**config.mk**
```make
export PLATFORM = sky130hd
export DESIGN_NAME = mem_line_arbiter
export DESIGN_NICKNAME = d
export VERILOG_FILES = /design/src/rtl/mem_line_pkg.sv /design/src/rtl/line_merge.sv /design/src/rtl/mem_line_arbiter.sv
export SDC_FILE = /design/constraint.sdc
export NUM_CORES = 1
export LEC_CHECK = 0
export CAP_MARGIN = 20
export CORE_AREA = 8 8 275 277
export DETAILED_ROUTE_END_ITERATION = 6
export DIE_AREA = 0 0 283 285
export PLACE_DENSITY = 0.58
export SLEW_MARGIN = 20
export SYNTH_ARGS = -nofsm -noshare
export SYNTH_HDL_FRONTEND = slang
export SYNTH_HIERARCHICAL = 1
export SYNTH_SLANG_ARGS = --single-unit
```
**constraint.sdc**
```tcl
create_clock -name clk -period 2.74 [get_ports clk]
set_clock_uncertainty 0.15 [all_clocks]
set_input_delay 0.411 -clock clk [delete_from_list [all_inputs] [get_ports clk]]
set_output_delay 0.411 -clock clk [all_outputs]
set_load 0.01 [all_outputs]
```
**src/rtl/mem_line_pkg.sv**
```systemverilog
// Shared types and constants for the line-granular memory front-end.
package mem_line_pkg;

    localparam int unsigned LINE_W         = 256;
    localparam int unsigned WORD_W         = 32;
    localparam int unsigned BE_W           = 4;
    localparam int unsigned OFFSET_BITS    = 5;
    localparam int unsigned WORDS_PER_LINE = 8;
    localparam int unsigned WIDX_W         = 3;

    typedef logic [LINE_W-1:0] line_t;
    typedef logic [WORD_W-1:0] word_t;
    typedef logic [WIDX_W-1:0] widx_t;
    typedef logic [BE_W-1:0]   be_t;

    typedef enum logic [2:0] {
        IDLE,
        RD_A,
        RD_B,
        WR_FETCH,
        WR_STORE,
        RESP_A,
        RESP_B
    } state_e;

    // Transaction payload captured at grant time.
    typedef struct packed {
        widx_t widx;
        word_t data;
        be_t   be;
    } xfer_t;

    // Select one 32-bit word out of a line.
    function automatic word_t get_word(input line_t line, input widx_t idx);
        return line[{idx, 5'b00000} +: WORD_W];
    endfunction

endpackage

```
**src/rtl/line_merge.sv**
```systemverilog
// Byte-enable merge of a 32-bit store word into a full memory line.
module line_merge
    import mem_line_pkg::*;
(
    input  logic [LINE_W-1:0] line,
    input  logic [WIDX_W-1:0] word_idx,
    input  logic [WORD_W-1:0] wdata,
    input  logic [BE_W-1:0]   mbe,
    output logic [LINE_W-1:0] merged_c
);

    // Overwrite only the enabled bytes of the addressed word.
    always_comb begin
        merged_c = line;
        for (int unsigned b = 0; b < BE_W; b++) begin
            if (mbe[b]) begin
                merged_c[{word_idx, 2'(b), 3'b000} +: 8] = wdata[8*b +: 8];
            end
        end
    end

endmodule

```
**src/rtl/mem_line_arbiter.sv**
```systemverilog
// Two-port (fetch / load-store) front-end onto a single line-wide memory.
module mem_line_arbiter
    import mem_line_pkg::*;
#(
    parameter int unsigned LINE_BITS = 256,
    parameter int unsigned ADDR_BITS = 32
) (
    input  logic                 clk,
    input  logic                 rst_n,

    input  logic                 read_a,
    input  logic [ADDR_BITS-1:0] address_a,
    output logic                 resp_a,
    output logic [31:0]          rdata_a,

    input  logic                 read_b,
    input  logic                 write,
    input  logic [ADDR_BITS-1:0] address_b,
    input  logic [31:0]          wdata,
    input  logic [3:0]           mbe,
    output logic                 resp_b,
    output logic [31:0]          rdata_b,

    output logic                 pmem_read,
    output logic                 pmem_write,
    output logic [ADDR_BITS-1:0] pmem_address,
    output logic [LINE_BITS-1:0] pmem_wdata,
    input  logic [LINE_BITS-1:0] pmem_rdata,
    input  logic                 pmem_resp
);

    state_e state_q, state_d;
    logic   last_b_q, last_b_d;
    xfer_t  xfer_q, xfer_d;

    logic                 resp_a_d, resp_b_d;
    word_t                rdata_a_d, rdata_b_d;
    logic                 pmem_read_d, pmem_write_d;
    logic [ADDR_BITS-1:0] pmem_address_d;
    line_t                pmem_wdata_d;

    logic  req_b_c;
    logic  grant_a_c;
    logic  grant_b_c;
    line_t merged_c;
    logic  unused_addr_bits;

    // Byte offset within a word carries no meaning on these ports.
    assign unused_addr_bits = ^{address_a[1:0], address_b[1:0]};

    // Round-robin: on conflict B wins unless it was granted last.
    assign req_b_c   = read_b | write;
    assign grant_b_c = req_b_c & (~read_a | ~last_b_q);
    assign grant_a_c = read_a & (~req_b_c | last_b_q);

    // Store merge operates directly on the fetched line.
    line_merge u_line_merge (
        .line     (pmem_rdata),
        .word_idx (xfer_q.widx),
        .wdata    (xfer_q.data),
        .mbe      (xfer_q.be),
        .merged_c (merged_c)
    );

    // Next-state, capture and registered-output logic.
    always_comb begin
        state_d        = state_q;
        last_b_d       = last_b_q;
        xfer_d         = xfer_q;
        pmem_address_d = pmem_address;
        pmem_wdata_d   = pmem_wdata;
        rdata_a_d      = '0;
        rdata_b_d      = '0;

        unique case (state_q)
            IDLE: begin
                if (grant_b_c) begin
                    last_b_d       = 1'b1;
                    xfer_d         = '{widx: address_b[OFFSET_BITS-1:2], data: wdata, be: mbe};
                    pmem_address_d = {address_b[ADDR_BITS-1:OFFSET_BITS], OFFSET_BITS'(0)};
                    if (write) begin
                        state_d = (mbe == 4'b0000) ? RESP_B : WR_FETCH;
                    end else begin
                        state_d = RD_B;
                    end
                end else if (grant_a_c) begin
                    last_b_d       = 1'b0;
                    xfer_d         = '{widx: address_a[OFFSET_BITS-1:2], data: '0, be: '0};
                    pmem_address_d = {address_a[ADDR_BITS-1:OFFSET_BITS], OFFSET_BITS'(0)};
                    state_d        = RD_A;
                end
            end
            RD_A: begin
                if (pmem_resp) begin
                    rdata_a_d = get_word(pmem_rdata, xfer_q.widx);
                    state_d   = RESP_A;
                end
            end
            RD_B: begin
                if (pmem_resp) begin
                    rdata_b_d = get_word(pmem_rdata, xfer_q.widx);
                    state_d   = RESP_B;
                end
            end
            WR_FETCH: begin
                if (pmem_resp) begin
                    pmem_wdata_d = merged_c;
                    state_d      = WR_STORE;
                end
            end
            WR_STORE: begin
                if (pmem_resp) begin
                    state_d = RESP_B;
                end
            end
            RESP_A: state_d = IDLE;
            RESP_B: state_d = IDLE;
            default: state_d = IDLE;
        endcase

        // Outputs follow the state being entered so they come straight off flops.
        pmem_read_d  = (state_d == RD_A) || (state_d == RD_B) || (state_d == WR_FETCH);
        pmem_write_d = (state_d == WR_STORE);
        resp_a_d     = (state_d == RESP_A);
        resp_b_d     = (state_d == RESP_B);
    end

    // State, arbitration flag, capture and output registers.
    always_ff @(posedge clk or negedge rst_n) begin
        if (!rst_n) begin
            state_q      <= IDLE;
            last_b_q     <= 1'b0;
            xfer_q       <= '0;
            resp_a       <= 1'b0;
            resp_b       <= 1'b0;
            rdata_a      <= '0;
            rdata_b      <= '0;
            pmem_read    <= 1'b0;
            pmem_write   <= 1'b0;
            pmem_address <= '0;
            pmem_wdata   <= '0;
        end else begin
            state_q      <= state_d;
            last_b_q     <= last_b_d;
            xfer_q       <= xfer_d;
            resp_a       <= resp_a_d;
            resp_b       <= resp_b_d;
            rdata_a      <= rdata_a_d;
            rdata_b      <= rdata_b_d;
            pmem_read    <= pmem_read_d;
            pmem_write   <= pmem_write_d;
            pmem_address <= pmem_address_d;
            pmem_wdata   <= pmem_wdata_d;
        end
    end

`ifndef SYNTHESIS
    // A simultaneous read_b/write is served as a write but flagged.
    always @(posedge clk) begin
        if (rst_n && (state_q == IDLE)) begin
            assert (!(read_b && write))
                else $error("mem_line_arbiter: read_b and write asserted together");
        end
    end
`endif

endmodule

```
# Yosys cells after proc, flatten, opt, wreduce, memory -nomap -nowiden
# Cells that the tools add are included.
# word_totals
ff_bits	399
latchBits	0
memories	0
wordCells	77
input_bits	362
mem_bits_rw	0
romBits	0
output_inout_bits	356
# classes
n_reduce_logical	8
magnitude_cmp	0
n_bitwise	8
addsub	4
mul	0
div_mod_pow	0
n_shift	9
n_mux	25
n_eq_ne	10
# ops
operator	n
$bwmux W256	4
$mux W256	4
$shift A8 B10 Y256 const A	4
$shiftx A8 B10 Y256	4
$shiftx A256 B9 Y32	1
$mux W32	5
$mux W39	2
$neg A8 Y10	4
$mux W3	7
$eq A3 B2 Y1 const B	4
$eq A3 B3 Y1 const B	4
$pmux W3 S4	1
$eq A3 B1 Y1 const B	2
$logic_not A4 Y1	1
$reduce_and A2 Y1	2
$logic_not A3 Y1	1
$not A1 Y1	3
$or A1 B1 Y1	3
$and A1 B1 Y1	2
$logic_or A1 B1 Y1	2
$mux W1	2
$reduce_bool A2 Y1	1
$reduce_or A2 Y1	1

# Logic depth before layout (Yosys ltp)
# depth
word_depth	10
ltp_mapped	9
mapped_depth_nobuf	7

# Modules after synthesis
# Netlist, hierarchy kept.
# by_module_without_submodules
mod	area_each_um2	instances	cells_each	seq_area_each_um2
mem_line_arbiter	16355.7	1	1040	9859.5
line_merge	3423.3	1	620	0.0

# Least setup slack after synthesis
# Ideal clock, no wire load.
# synth_path
path_kind	reg-to-reg
from	register xfer_q[36] (netlist bit)
to	register pmem_wdata[64]
slack_ps	-71
synth_period_minus_slack_ps	2811
stages_incl_launch_ff	10
setup_ps	125
arrival_time_ps	2537
t_required_ps	2465
n_path_buf	2
path_cell_list	dfrtp_1 > buf_4 > inv_1 > ha_1 > ha_1 > nand3b_4 > or4b_4 > buf_6 > mux2_4 > mux2_2
# synth_via
elab_chain_cells	10
elab_cells_between_ends	20
cone_classes	add/sub: 4; shift: 8; mux: 8
# synth_lines
element	line	text
from (decl)	mem_line_arbiter.sv:34	xfer_t xfer_q, xfer_d;
from (signal assigned)	mem_line_arbiter.sv:145	xfer_q <= xfer_d;
$neg A8 Y10	line_merge.sv:17	merged_c[{word_idx, 2'(b), 3'b000} +: 8] = wdata[8*b +: 8];
$shiftx A8 B10 Y256 / $shift A8 B10 Y256 (equally long branches)	line_merge.sv:17	
$bwmux W256	line_merge.sv:17	
$mux W256	line_merge.sv:16	if (mbe[b]) begin
$bwmux W256	line_merge.sv:17	
$mux W256	line_merge.sv:16	
$bwmux W256	line_merge.sv:17	
$mux W256	line_merge.sv:16	
$bwmux W256	line_merge.sv:17	
$mux W256 *	line_merge.sv:16	
named net merged_c[64]	mem_line_arbiter.sv:45	line_t merged_c;
to (signal assigned)	mem_line_arbiter.sv:153	pmem_wdata <= pmem_wdata_d;
to (decl)	mem_line_arbiter.sv:27	output logic [LINE_BITS-1:0] pmem_wdata,
# The timed path passes the listed nets; every way through them passes the cells marked *.
# A chain may end at the register's enable or synchronous reset.

# Worst setup path after layout
# layout_path
from	register xfer_q[37] (netlist bit)
to	register pmem_wdata[69]
# Same word-level chain as after synthesis.

==> metrics.txt <==
Final setup viols 0; EDFF count, synth 0; Rel. slew slack 50.0%; Warnings, synthesis 6; DRT antenna net count 0; placement-stage cell area 28,400 um2; sequential cell area 9870 um2; Final HPWL DP 68,100 um; clk buf depth 3; maxcap violations 0; Fin. Hold Viols 0; Worst-Skew Late Latency between 0.5 and 0.6 ns; initial antenna violation count 12; Slew @ Worst Pin 0.750 ns; Highest Clock Rate 379 MHz; clk root buf clkbuf_16; area delta synth->final 52.3%; P per Cell Area 1060 nW/um2; critical path's top delay family simple AND/OR/NAND/NOR gates; met3 wire length about 5900 um; TNS Setup 0 ns; Avg WL per Cell 26.3 um; Avg Inst Size Synth 11.9 um2; DIE AREA 80,700 um2; via/cell ratio 4.97; GRT Util Overall 21.2%; max incr delay on CP 0.65 ns; CP Launch Type flop; distinct cell type count after synthesis 47; synthesized flop and latch total 394; Final Cycle Share between 90% and 100%; VDD IR max 530 uV; hold crit path type input port to asynchronous set/reset pin; clock power share 20.9%; Leakage 12.8 nW; Reg clk slew, reported paths 0.06 ns; top_reg_cell synth dfrtp_1; Req. time, crit path 3.04 ns; Final #Nets roughly 2,800; core area 71,000 um2; DIE WIDTH 283 um; row count 98; crit-path cells inv_1 > ha_2 > ha_4 > nand3b_4 > or4b_4 > mux2_4 > mux2_2; layout cells sized above 1 24.0%; R2R Path End pmem_wdata[69]; crit path max fanout 8; largest net degree at the start of global routing just over 80; Max Slew Vio Count 0; CP endpoint kind flop; number of remaining DRC errors 0; number of port buffers between 700 and 800; post-synthesis cell area 19,800 um2; DIE HEIGHT between 200 and 300 um; clock sinks about 400; vias in the first global route 18,200; CTS buffer count 48; combinational power share 47.5%; most common cell after layout, fill and taps aside clkdlybuf4s50_1; highest routed layer met5; sequential power share 31.6%; RR Startpoint xfer_q[37]; CP Class flop to flop; switch share a little over a third; outcome finished, final reports clean; commonest non-fill, non-tap cells in the layout clkdlybuf4s50_1, dfrtp_1, mux2_2; Critical Path AT about 3 ns; fin area 30,100 um2; GR Overflow Total 0; H-tree levels 2; TritonCTS clock tree yes; wl on met1 35,700 um; FF-to-FF path depth 7; DRT Pass-1 Iters 5; first-pass GRT wire length 130,000 um; area of the multi-input gates 9250 um2; Slowest cell on crit path or4b_4; initial DRC count between 1,000 and 1,500; Top Ports slightly above 700; RSZ-0062 raised after global routing no; effective utilization at floorplan 27.9%; fill count around 6,600; Final GP Congestion 0.900; Seq/Total Area, Yosys between 40% and 50%; met2 wire len 44,700 um; Synth async-reset ratio 100%; sw power 11.6 mW; Buffers & Inverters on Critical Path 1; min cycle time layout 2.64 ns; Worst R2R Setup Slack 0.1 ns; synthesized netlist cell count 1,660; vias ~17,000; WL final between 80,000 and 90,000 um; internal power around 20 mW
## per-stage QoR
| step | setup slack, ns | util, % | hold slack [ns] | cells | power [mW] |
|---|---|---|---|---|---|
| final | 0.0989 | 42.4 | 0.228 | 3397 | 31.9 |
| after global routing | 0.0118 | 42.4 | 0.241 | 3394 | 33.5 |
| after CTS | 0.0323 | 42.4 | 0.220 | 3384 | 32.2 |
| after detailed placement | 0.0693 | 40.1 | 0.260 | 3294 | 25.4 |
| after global placement | 0.0801 | 40.1 | 0.250 | 3294 | 25.2 |
| after floorplan | 0.0424 | - | -0.0346 | 1664 | 16.7 |
## worst max-delay path by stage
stage / startpoint / end / slack (ns) / depth (start not counted)
global route: xfer_q[36] / rdata_a[22] / 0.01 / 5
CTS: xfer_q[37] / pmem_wdata[222] / 0.03 / 7
finish: xfer_q[37] / pmem_wdata[69] / 0.1 / 7
global placement: xfer_q[37] / pmem_wdata[222] / 0.08 / 7
floorplan: xfer_q[36] / pmem_wdata[64] / 0.04 / 9
detailed placement: xfer_q[37] / pmem_wdata[222] / 0.07 / 7
## cells by family (layout without fill, tap and decap cells)
logic type	Yosys count	in the layout	synth area share, %
compound gates	270	270	8.20
flops	394	394	49.8
fa+ha+maj	7	7	0.443
buf+inv	127	897	3.80
simple gates	415	415	8.89
mux	446	446	28.8
other cells	1	18	0.0190
## repair_timing
item                                    4_1_cts  5_1_grt
hold buffers                                  1        0
endpoints found under the setup margin        0        1
setup buffers                                 0        0
gates resized for setup                       0        1
hold endpoints to repair                     52        0
## flip-flops by register name, indices dropped and copies added, names as in the netlist
register / count
resp_a: 1
rdata_a: 32
last_b_q: 1
pmem_wdata: 256
xfer_q: 39
pmem_read: 1
pmem_address: 27
rdata_b: 32
pmem_write: 1
state_q: 3
resp_b: 1
## worst register-to-register path: cells and delay by family, from the launching register on
family,cells,cell delay [ns]
AND/OR/NAND/NOR,2,0.76
multiplexers,2,0.62
adder cells (fa/ha/maj),2,0.50
flip-flops,1,0.42
buffers and inverters,1,0.08
## layout make-up
class | count | share of cell area [%]
multi-input combinational | 1143 | 30.7
antenna | 13 | 0.108
sequential | 394 | 32.8
clock inverter | 19 | 0.727
clock buffer | 70 | 4.73
tap | 950 | 3.95
inverter | 7 | 0.0914
timing repair buffer | 801 | 26.9
## power groups by stage
stage	Clock (mW)	Sequential, mW	Combinational (mW)
global route	7.08	10.4	16.0
finish	6.66	10.1	15.1
detailed placement	0	10.1	15.3
floorplan	0	10.6	6.04
CTS	6.84	10.1	15.3
global placement	0	10.0	15.2
## per-layer routing
layer / vias up / global-route usage [%]
met1: 8619 / 25.9
met4: 2 / 6.92
met2: 706 / 37.0
li1: 7415 / -
met3: 133 / 4.57
met5: - / 0
## cell usage after synthesis, types with 7 or more instances
library cell | n | area share, %
o21ai_0 | 199 | 5.0
buf_2 | 21 | 0.53
buf_6 | 26 | 1.5
nand2_1 | 304 | 5.8
a22o_1 | 59 | 2.6
nand3_1 | 10 | 0.25
mux2i_1 | 62 | 3.1
mux4_2 | 64 | 7.3
clkbuf_1 | 53 | 1.0
mux2_4 | 8 | 0.61
nor2_1 | 65 | 1.2
ha_1 | 7 | 0.44
mux2_2 | 312 | 18
buf_4 | 14 | 0.53
dfrtp_1 | 394 | 50
nand3b_1 | 11 | 0.42
Power figures use the tool's default switching activity.
